### config.mk
export PLATFORM = sky130hd
export DESIGN_NAME = timer_array
export DESIGN_NICKNAME = d
export VERILOG_FILES = /design/src/rtl/timer_pkg.sv /design/src/rtl/timer_channel.sv /design/src/rtl/timer_array.sv
export SDC_FILE = /design/constraint.sdc
export NUM_CORES = 1
export LEC_CHECK = 0
export CAP_MARGIN = 20
export CORE_MARGIN = 2
export CORE_UTILIZATION = 45
export DETAILED_ROUTE_END_ITERATION = 6
export PLACE_DENSITY = 0.73
export SLEW_MARGIN = 20
export SYNTH_ARGS = -nofsm -noshare
export SYNTH_HDL_FRONTEND = slang
export SYNTH_SLANG_ARGS = --single-unit
export TNS_END_PERCENT = 50
### constraint.sdc
create_clock -name clk -period 5 [get_ports clk]
set_clock_uncertainty 0.2 [all_clocks]
set_input_delay 1.5 -clock clk [delete_from_list [all_inputs] [get_ports clk]]
set_output_delay 1.5 -clock clk [all_outputs]
set_load 0.02 [all_outputs]
### src/rtl/timer_pkg.sv
// Shared types and register map for the timer_array peripheral.
package timer_pkg;

  typedef enum logic [1:0] {ST_IDLE, ST_LOAD, ST_CNT, ST_INT} state_e;

  localparam logic [1:0] REG_CTRL   = 2'd0;
  localparam logic [1:0] REG_PRESET = 2'd1;
  localparam logic [1:0] REG_COUNT  = 2'd2;
  localparam logic [1:0] REG_STATUS = 2'd3;

  localparam int CTRL_EN      = 0;
  localparam int CTRL_MODE_LO = 1;
  localparam int CTRL_IM      = 3;
  localparam int CTRL_PSC_LO  = 4;

  localparam logic [1:0] MODE_ONESHOT = 2'b00;
  localparam logic [1:0] MODE_AUTO    = 2'b01;

  // Packed so the struct reads back directly as CTRL[7:0].
  typedef struct packed {
    logic [3:0] psc;
    logic       im;
    logic [1:0] mode;
    logic       en;
  } ctrl_t;

endpackage

### src/rtl/timer_channel.sv
// One down-counting timer channel: CTRL/PRESET/COUNT/STATUS registers,
// 4-bit prescaler and the IDLE/LOAD/CNT/INT sequencer.
module timer_channel
  import timer_pkg::*;
#(
  parameter int CNT_W = 32
) (
  input  logic        clk,
  input  logic        reset,
  input  logic        we,
  input  logic [1:0]  reg_sel,
  input  logic [31:0] din,
  output logic [31:0] rdata,
  output logic        irq
);

  state_e             state, state_nxt;
  ctrl_t              ctrl, ctrl_nxt, ctrl_wr;
  logic [CNT_W-1:0]   preset, count, count_nxt;
  logic [3:0]         psc_cnt, psc_cnt_nxt;
  logic               pending, pend_set;
  logic               wr_ctrl, wr_preset, w1c, en_eff;

  assign wr_ctrl   = we && (reg_sel == REG_CTRL);
  assign wr_preset = we && (reg_sel == REG_PRESET);
  assign w1c       = we && (reg_sel == REG_STATUS) && din[0];

  assign ctrl_wr = '{psc:  din[CTRL_PSC_LO +: 4],
                     im:   din[CTRL_IM],
                     mode: din[CTRL_MODE_LO +: 2],
                     en:   din[CTRL_EN]};

  // The sequencer sees a CTRL value being written this cycle, so a start
  // write enters LOAD on the same edge.
  assign en_eff = wr_ctrl ? ctrl_wr.en : ctrl.en;

  always_comb begin
    state_nxt   = state;
    count_nxt   = count;
    psc_cnt_nxt = psc_cnt;
    pend_set    = 1'b0;
    ctrl_nxt    = wr_ctrl ? ctrl_wr : ctrl;
    case (state)
      ST_IDLE: if (en_eff) state_nxt = ST_LOAD;
      ST_LOAD: begin
        count_nxt   = preset;
        psc_cnt_nxt = '0;
        state_nxt   = ST_CNT;
      end
      ST_CNT: begin
        if (!en_eff) begin
          state_nxt = ST_IDLE;
        end else if (count == '0) begin
          state_nxt = ST_INT;
          pend_set  = 1'b1;
        end else if (psc_cnt == ctrl.psc) begin
          count_nxt   = count - 1'b1;
          psc_cnt_nxt = '0;
        end else begin
          psc_cnt_nxt = psc_cnt + 4'd1;
        end
      end
      ST_INT: begin
        // Held set through INT so a W1C landing here cannot win.
        pend_set = 1'b1;
        if (ctrl.mode == MODE_AUTO) begin
          state_nxt = ST_LOAD;
        end else begin
          if (!wr_ctrl) ctrl_nxt.en = 1'b0;
          state_nxt = ctrl_nxt.en ? ST_LOAD : ST_IDLE;
        end
      end
      default: state_nxt = ST_IDLE;
    endcase
  end

  always_ff @(posedge clk or negedge reset) begin
    if (!reset) begin
      state   <= ST_IDLE;
      ctrl    <= '0;
      preset  <= '0;
      count   <= '0;
      psc_cnt <= '0;
      pending <= 1'b0;
    end else begin
      state   <= state_nxt;
      ctrl    <= ctrl_nxt;
      count   <= count_nxt;
      psc_cnt <= psc_cnt_nxt;
      if (wr_preset) preset <= din[CNT_W-1:0];
      if (pend_set)  pending <= 1'b1;
      else if (w1c)  pending <= 1'b0;
    end
  end

  always_comb begin
    rdata = '0;
    case (reg_sel)
      REG_CTRL:   rdata[7:0]       = ctrl;
      REG_PRESET: rdata[CNT_W-1:0] = preset;
      REG_COUNT:  rdata[CNT_W-1:0] = count;
      default:    rdata[0]         = pending;
    endcase
  end

  assign irq = pending & ctrl.im;

endmodule

### src/rtl/timer_array.sv
// N_CH-channel timer peripheral: address decode, read mux, irq vector.
module timer_array
  import timer_pkg::*;
#(
  parameter  int N_CH   = 2,
  parameter  int CNT_W  = 32,
  localparam int ADDR_W = $clog2(N_CH) + 2
) (
  input  logic              clk,
  input  logic              reset,
  input  logic [ADDR_W-1:0] Addr,
  input  logic              WE,
  input  logic [31:0]       Din,
  output logic [31:0]       Dout,
  output logic [N_CH-1:0]   irq,
  output logic              irq_any
);

  logic [N_CH-1:0][31:0] rdata;
  logic [31:0]           ch_idx;

  if (ADDR_W > 2) begin : g_sel
    assign ch_idx = 32'(Addr[ADDR_W-1:2]);
  end else begin : g_one
    assign ch_idx = '0;
  end

  for (genvar i = 0; i < N_CH; i++) begin : g_ch
    timer_channel #(.CNT_W(CNT_W)) u_ch (
      .clk     (clk),
      .reset   (reset),
      .we      (WE && (ch_idx == 32'(i))),
      .reg_sel (Addr[1:0]),
      .din     (Din),
      .rdata   (rdata[i]),
      .irq     (irq[i])
    );
  end

  // Indices with no channel behind them fall through to zero.
  always_comb begin
    Dout = '0;
    for (int i = 0; i < N_CH; i++)
      if (ch_idx == 32'(i)) Dout = rdata[i];
  end

  assign irq_any = |irq;

endmodule
Yosys cells after proc, flatten, opt, wreduce, memory -nomap -nowiden
Cells that the tools add are included.
{"block": "totals", "reg_bits": 158, "input_bits": 38, "out_inout_bits": 35, "elab_cells": 134}
{"block": "classes", "add_sub_neg": 4, "eq_ne": 23, "muxes": 60, "n_bitwise": 2, "reduce_logical": 27}
{"op": "$mux 32", "n": 8}
{"op": "$pmux 32 s2", "n": 2}
{"op": "$logic_not 32->1", "n": 3}
{"op": "$pmux 24 s2", "n": 2}
{"op": "$sub 32x1->32 const B", "n": 2}
{"op": "$pmux 7 s3", "n": 2}
{"op": "$mux 1", "n": 24}
{"op": "$mux 4", "n": 6}
{"op": "$mux 2", "n": 8}
{"op": "$pmux 2 s4", "n": 2}
{"op": "$pmux 4 s2", "n": 2}
{"op": "$eq 2x2->1 const B", "n": 6}
{"op": "$ne 2x1->1 const B", "n": 6}
{"op": "$eq 2x1->1 const B", "n": 5}
{"op": "$logic_and 1x1->1", "n": 10}
{"op": "$add 4x1->4 const B", "n": 2}
{"op": "$eq 4x4->1", "n": 2}
{"op": "$reduce_and 4->1", "n": 2}
{"op": "$reduce_bool 2->1", "n": 4}
{"op": "$logic_not 2->1", "n": 3}
{"op": "$ne 3x3->1 const B", "n": 2}
{"op": "$pmux 1 s3", "n": 2}
{"op": "$reduce_and 3->1", "n": 2}
{"op": "$ne 2x2->1 const B", "n": 2}
{"op": "other kinds (4)", "n": 7}

Depth between registers and ports, before layout
{"block": "logic_depth", "word_depth": 10, "depth_mapped": 12, "mapped_depth_nobuf": 8}

Hierarchy
Synthesis repeated with hierarchy kept, for this count alone.
{"block": "unflattened", "hier_cells": 995, "area_unflattened_um2": 9851.9}
{"mod": "timer_channel at g_ch[1].u_ch", "n_inst": 1, "cells_per_inst": 478, "area_each_um2": 4654.5, "seq_area_each_um2": 1976.9}
{"mod": "timer_channel at g_ch[0].u_ch", "n_inst": 1, "cells_per_inst": 478, "area_each_um2": 4647.0, "seq_area_each_um2": 1976.9}
{"mod": "timer_array", "n_inst": 1, "cells_per_inst": 39, "area_each_um2": 550.5, "seq_area_each_um2": 0.0}

Least setup slack after synthesis
Ideal clock, no wire load.
{"block": "synth_timing", "kind": "input to output", "from": "input port Addr[0]", "to": "output port Dout[1]", "arrival_ns": 3.273, "required_time_ns": 3.300, "setup_slack_ns": 0.027, "path_stages": 7, "n_path_buf": 3, "path_cell_list": "inv_1 -> ha_1 -> clkbuf_1 -> clkbuf_1 -> clkbuf_1 -> a22oi_1 -> a311oi_1"}
{"block": "synth_between", "elab_chain_len": 4}
{"item": "start: declaration", "line_no": "timer_array.sv:11", "text": "input logic [ADDR_W-1:0] Addr,"}
{"item": "$eq 2x2->1 (tied with other cells)", "line_no": "timer_channel.sv:98", "text": "case (reg_sel)"}
{"item": "$pmux 7 s3", "line_no": "timer_channel.sv:98"}
{"item": "$mux 32", "line_no": "timer_array.sv:44", "text": "if (ch_idx == 32'(i)) Dout = rdata[i];"}
{"item": "$mux 32 (*)", "line_no": "timer_array.sv:44"}
{"item": "end: declaration", "line_no": "timer_array.sv:14", "text": "output logic [31:0] Dout,"}
Mark *: on every way between the ends. The rest lies on a longest branch, timed or not.

Worst setup path after layout
{"block": "layout_timing", "from": "input port Addr[0]", "to": "output port Dout[29]"}
{"block": "layout_between", "elab_chain_len": 4}
{"item": "$eq 2x2->1 / $eq 2x1->1 (equally long branches)", "line_no": "timer_channel.sv:98"}
{"item": "$pmux 24 s2", "line_no": "timer_channel.sv:98"}
{"item": "$mux 32", "line_no": "timer_array.sv:44"}
{"item": "$mux 32 (*)", "line_no": "timer_array.sv:44"}
Marked as above.

==> metrics.md <==
| Metric | Value |
|---|---|
| Total via count in the routed design | 8372 |
| CP Class | input port to output port |
| Synth top area cells | dfrtp_1 (43%), mux2_2 (9.4%), o21ai_0 (3.1%) |
| All-Layer GR Usage | 26.9% |
| Worst min path class | flip-flop to flip-flop |
| Max-slew violations | 0 |
| Status | finished, final reports clean |
| Pin count of the biggest net entering global routing | 95 |
| Clock slew at reported path FFs | around 60 ps |
| Post-synth EDFFs | 0 |
| Die width | about 150 um |
| Max-cap viol count | 0 |
| Overall power | 6.25 mW |
| Area of the die | 21400 um2 |
| Worst-Skew Late Latency | between 400 and 500 ps |
| Setup slack, reg-to-reg | 1420 ps |
| Global placer's final weighted congestion | around 0.94 |
| Leak pwr | between 4 and 5 nW |
| Delay of the slowest critical-path stage | 390 ps |
| Dpl ws | -512 ps |
| Setup violators final | 0 |
| Mapped cell area | 9130 um2 |
| Initial antenna violation count | 0 |
| Synth Warn # | 0 |
| Share of post-route cells with drive strength above 1 | 19.6% |
| Share of the synthesized area in the top cell type | 43.3% |
| Commonest cells after routing, fill and taps aside | dfrtp_1 (158), mux2_2 (76), nor2_1 (63) |
| Crit path max-delay family | buffers and inverters |
| Distinct cell type count after synthesis | 69 |
| DP Wirelength | approximately 20000 um |
| Worst setup margin | 127 ps |
| Final Util | between 50% and 60% |
| CTS H-tree lvls | 4 |
| Post-CTS setup buffer count | 0 |
| Period utilization | 97.5% |
| Fin nets | about 1.1k |
| # IOs | 73 |
| Global route overflow | 0 |
| Unrepaired setup endpoints after global routing | no |
| CP Data Arrival Time | roughly 3200 ps |
| Filler cells | approximately 1.8k |
| Clock sink count | between 150 and 200 |
| Routed WL per cell | 21.9 um |
| First-pass GRT wire length | 45200 um |
| Sw Ratio | 44.2% |
| P_int | 3.49 mW |
| Antenna-violating nets left | 0 |
| Rows | 52 |
| Final hold violation count | 0 |
| PD cells | between 500 and 600 nW/um2 |
| Buffers & Inverters on Critical Path | 4 |
| CP Capture Type | output port |
| Ys async rst share | 100% |
| CTS Buffer Depth | 2 |
| WP data required | 3300 ps |
| Synthesis-stage register bit count | between 150 and 200 |
| Dominant synthesized flop cell | dfrtp_1 |
| Initial core utilization | 45.5% |
| Die H | 146 um |
| Area Overhead vs Synth | 20.0% |
| Cell chain of the critical path | clkbuf_2 > inv_1 > ha_4 > bufbuf_16 > a221oi_1 > a211oi_1 > dlygate4sd2_1 |
| Slowest-stage cell, CP | dlygate4sd2_1 |
| Number of CTS-inserted buffers | 17 |
| Diodes inserted | 0 |
| NetSw | 2.76 mW |
| Slew Limit Headroom | 29.4% |
| Fin crit period | around 5000 ps |
| Leading area contributor after synthesis | dfrtp_1 |
| Clock group share of total power | between 10% and 20% |
| Seq pwr share | about two fifths |
| Syn Area/Cell | approximately 9.7 um2 |
| Worst Tran Pin Value | ~1100 ps |
| Post-synthesis sequential area ratio | between 40% and 50% |
| Routed WL | 28400 um |
| Input/output buffers | 72 |
| Vias in the first global route | 7982 |
| Post-Synthesis Cells | 943 |
| Via/cell ratio | 6.44 |
| Worst setup SP type | input port |
| Maximum vdd drop | approximately 0.24 mV |
| Hold slack | between 300 and 400 ps |
| Max frequency | 205 MHz |
| Most common cell after layout, fill and taps aside | dfrtp_1 |
| Root Driver | clkbuf_16 |
| Drt initial violations | 910 |
| Logic pwr share | 41.9% |
| CORE AREA | 20000 um2 |
| Crit path max fanout | 18 |
| DRC viols | 0 |
| Syn_nets | 998 |
| Hold_buf cts | 0 |
| TritonRoute pass-1 iters | 6 |
| CTS tree | done |
==> final timing paths <==
check	start	to	cells after the start
hold reg to reg	g_ch[1].u_ch.psc_cnt[3]$_DFFE_PN0P_	g_ch[1].u_ch.psc_cnt[3]$_DFFE_PN0P_	2
setup reg to reg	g_ch[0].u_ch.count[10]$_DFFE_PN0P_	g_ch[0].u_ch.count[15]$_DFFE_PN0P_	6
setup / recovery	Addr[0]	Dout[29]	7
min in group asynchronous	reset	g_ch[0].u_ch.count[20]$_DFFE_PN0P_	1
hold / removal	g_ch[1].u_ch.psc_cnt[3]$_DFFE_PN0P_	g_ch[1].u_ch.psc_cnt[3]$_DFFE_PN0P_	2
max in group asynchronous	reset	g_ch[1].u_ch.preset[1]$_DFFE_PN0P_	2
==> cells in the mapped netlist (3+ instances only) <==
master,number
nand2b_1,9
a21oi_1,55
o311ai_0,3
clkbuf_1,54
o22ai_1,9
a311oi_1,16
and3_1,8
or3_1,12
a222oi_1,3
dfrtp_1,158
a2bb2oi_1,6
o32ai_1,10
a211oi_1,36
and2_1,4
a22o_1,9
or2_2,6
o41ai_1,3
buf_2,3
a32oi_1,4
o31ai_1,4
mux2i_1,6
xor2_1,5
or4_1,10
nor2_1,63
o21ai_0,56
nor3_1,36
nand2_1,49
o2bb2ai_1,3
a31oi_1,6
a22oi_1,34
o211ai_1,6
o311a_1,3
xnor2_1,4
ha_1,17
mux2_2,76
nor4_1,16
nand3_1,25
nor2b_1,6
inv_1,25
nand4_1,13
a221oi_1,24
buf_1,11
==> tightest hold or removal path: cells and delay by family, from the launching register on <==
family / cells / cell delay, ps
DFF: 1 / 390
and+or+nand+nor: 1 / 60
AOI/OAI and AO/OA: 1 / 60
==> logic make-up (layout without fill, tap and decap cells) <==
kind of cell	count (synthesis)	after routing	synth area share, %
AO/OA/AOI/OAI	307	307	23.6
XOR/XNOR	9	9	0.864
adder cells (fa/ha/maj)	17	17	2.33
buffers and inverters	97	183	4.28
flip-flops	158	158	43.3
multiplexers	83	83	10.3
AND/OR/NAND/NOR	272	272	15.4
==> timing repair <==
item	4_1_cts	5_1_grt
pin swaps	1	2
resized for setup	54	15
setup endpoints to repair	32	29
gates cloned	1	0
==> through the flow <==
| step | TNS, ps | instances | area [um2] |
|---|---|---|---|
| after CTS | 0 | 1299 | 11000 |
| after global routing | 0 | 1299 | 10900 |
| after detailed placement | -14210 | 1266 | 10400 |
| after global placement | -13470 | 1266 | 10400 |
| after floorplan | 0 | 943 | 9130 |
| final | 0 | 1299 | 10900 |
==> registers in the layout (all words and copies together) (netlist names) <==
signal and flops:
g_ch.u_ch.psc_cnt 8, g_ch.u_ch.ctrl 16, g_ch.u_ch.pending 2, g_ch.u_ch.preset 64
g_ch.u_ch.state 4, g_ch.u_ch.count 64
==> power by group through the flow <==
stage	logic, mW	clock network (mW)	registers, mW
global route	2.87	1.28	2.48
detailed placement	2.58	0	2.39
finish	2.62	1.21	2.42
global placement	2.51	0	2.39
floorplan	1.98	0	2.11
CTS	2.59	1.22	2.38
==> routing by layer <==
layer  vias to the layer above  share of wire (%)  track usage [%]
li1                       3804                  -                -
met4                         0                3.3             10.1
met5                         -                  0                0
met1                      4153                 44             37.9
met3                        63                6.3             4.34
met2                       352                 47             42.0
==> final cells by class <==
class,instances,area (um2),area share [%]
Tap cell,270,338,3.09
Inverter,25,93.8,0.857
Multi-Input combinational cell,688,4870,44.5
Clock inverter,14,109,0.994
Clock buffer,18,429,3.92
Sequential cell,158,3950,36.1
Timing Repair Buffer,126,1160,10.6
(Power assumes the default switching activity.)
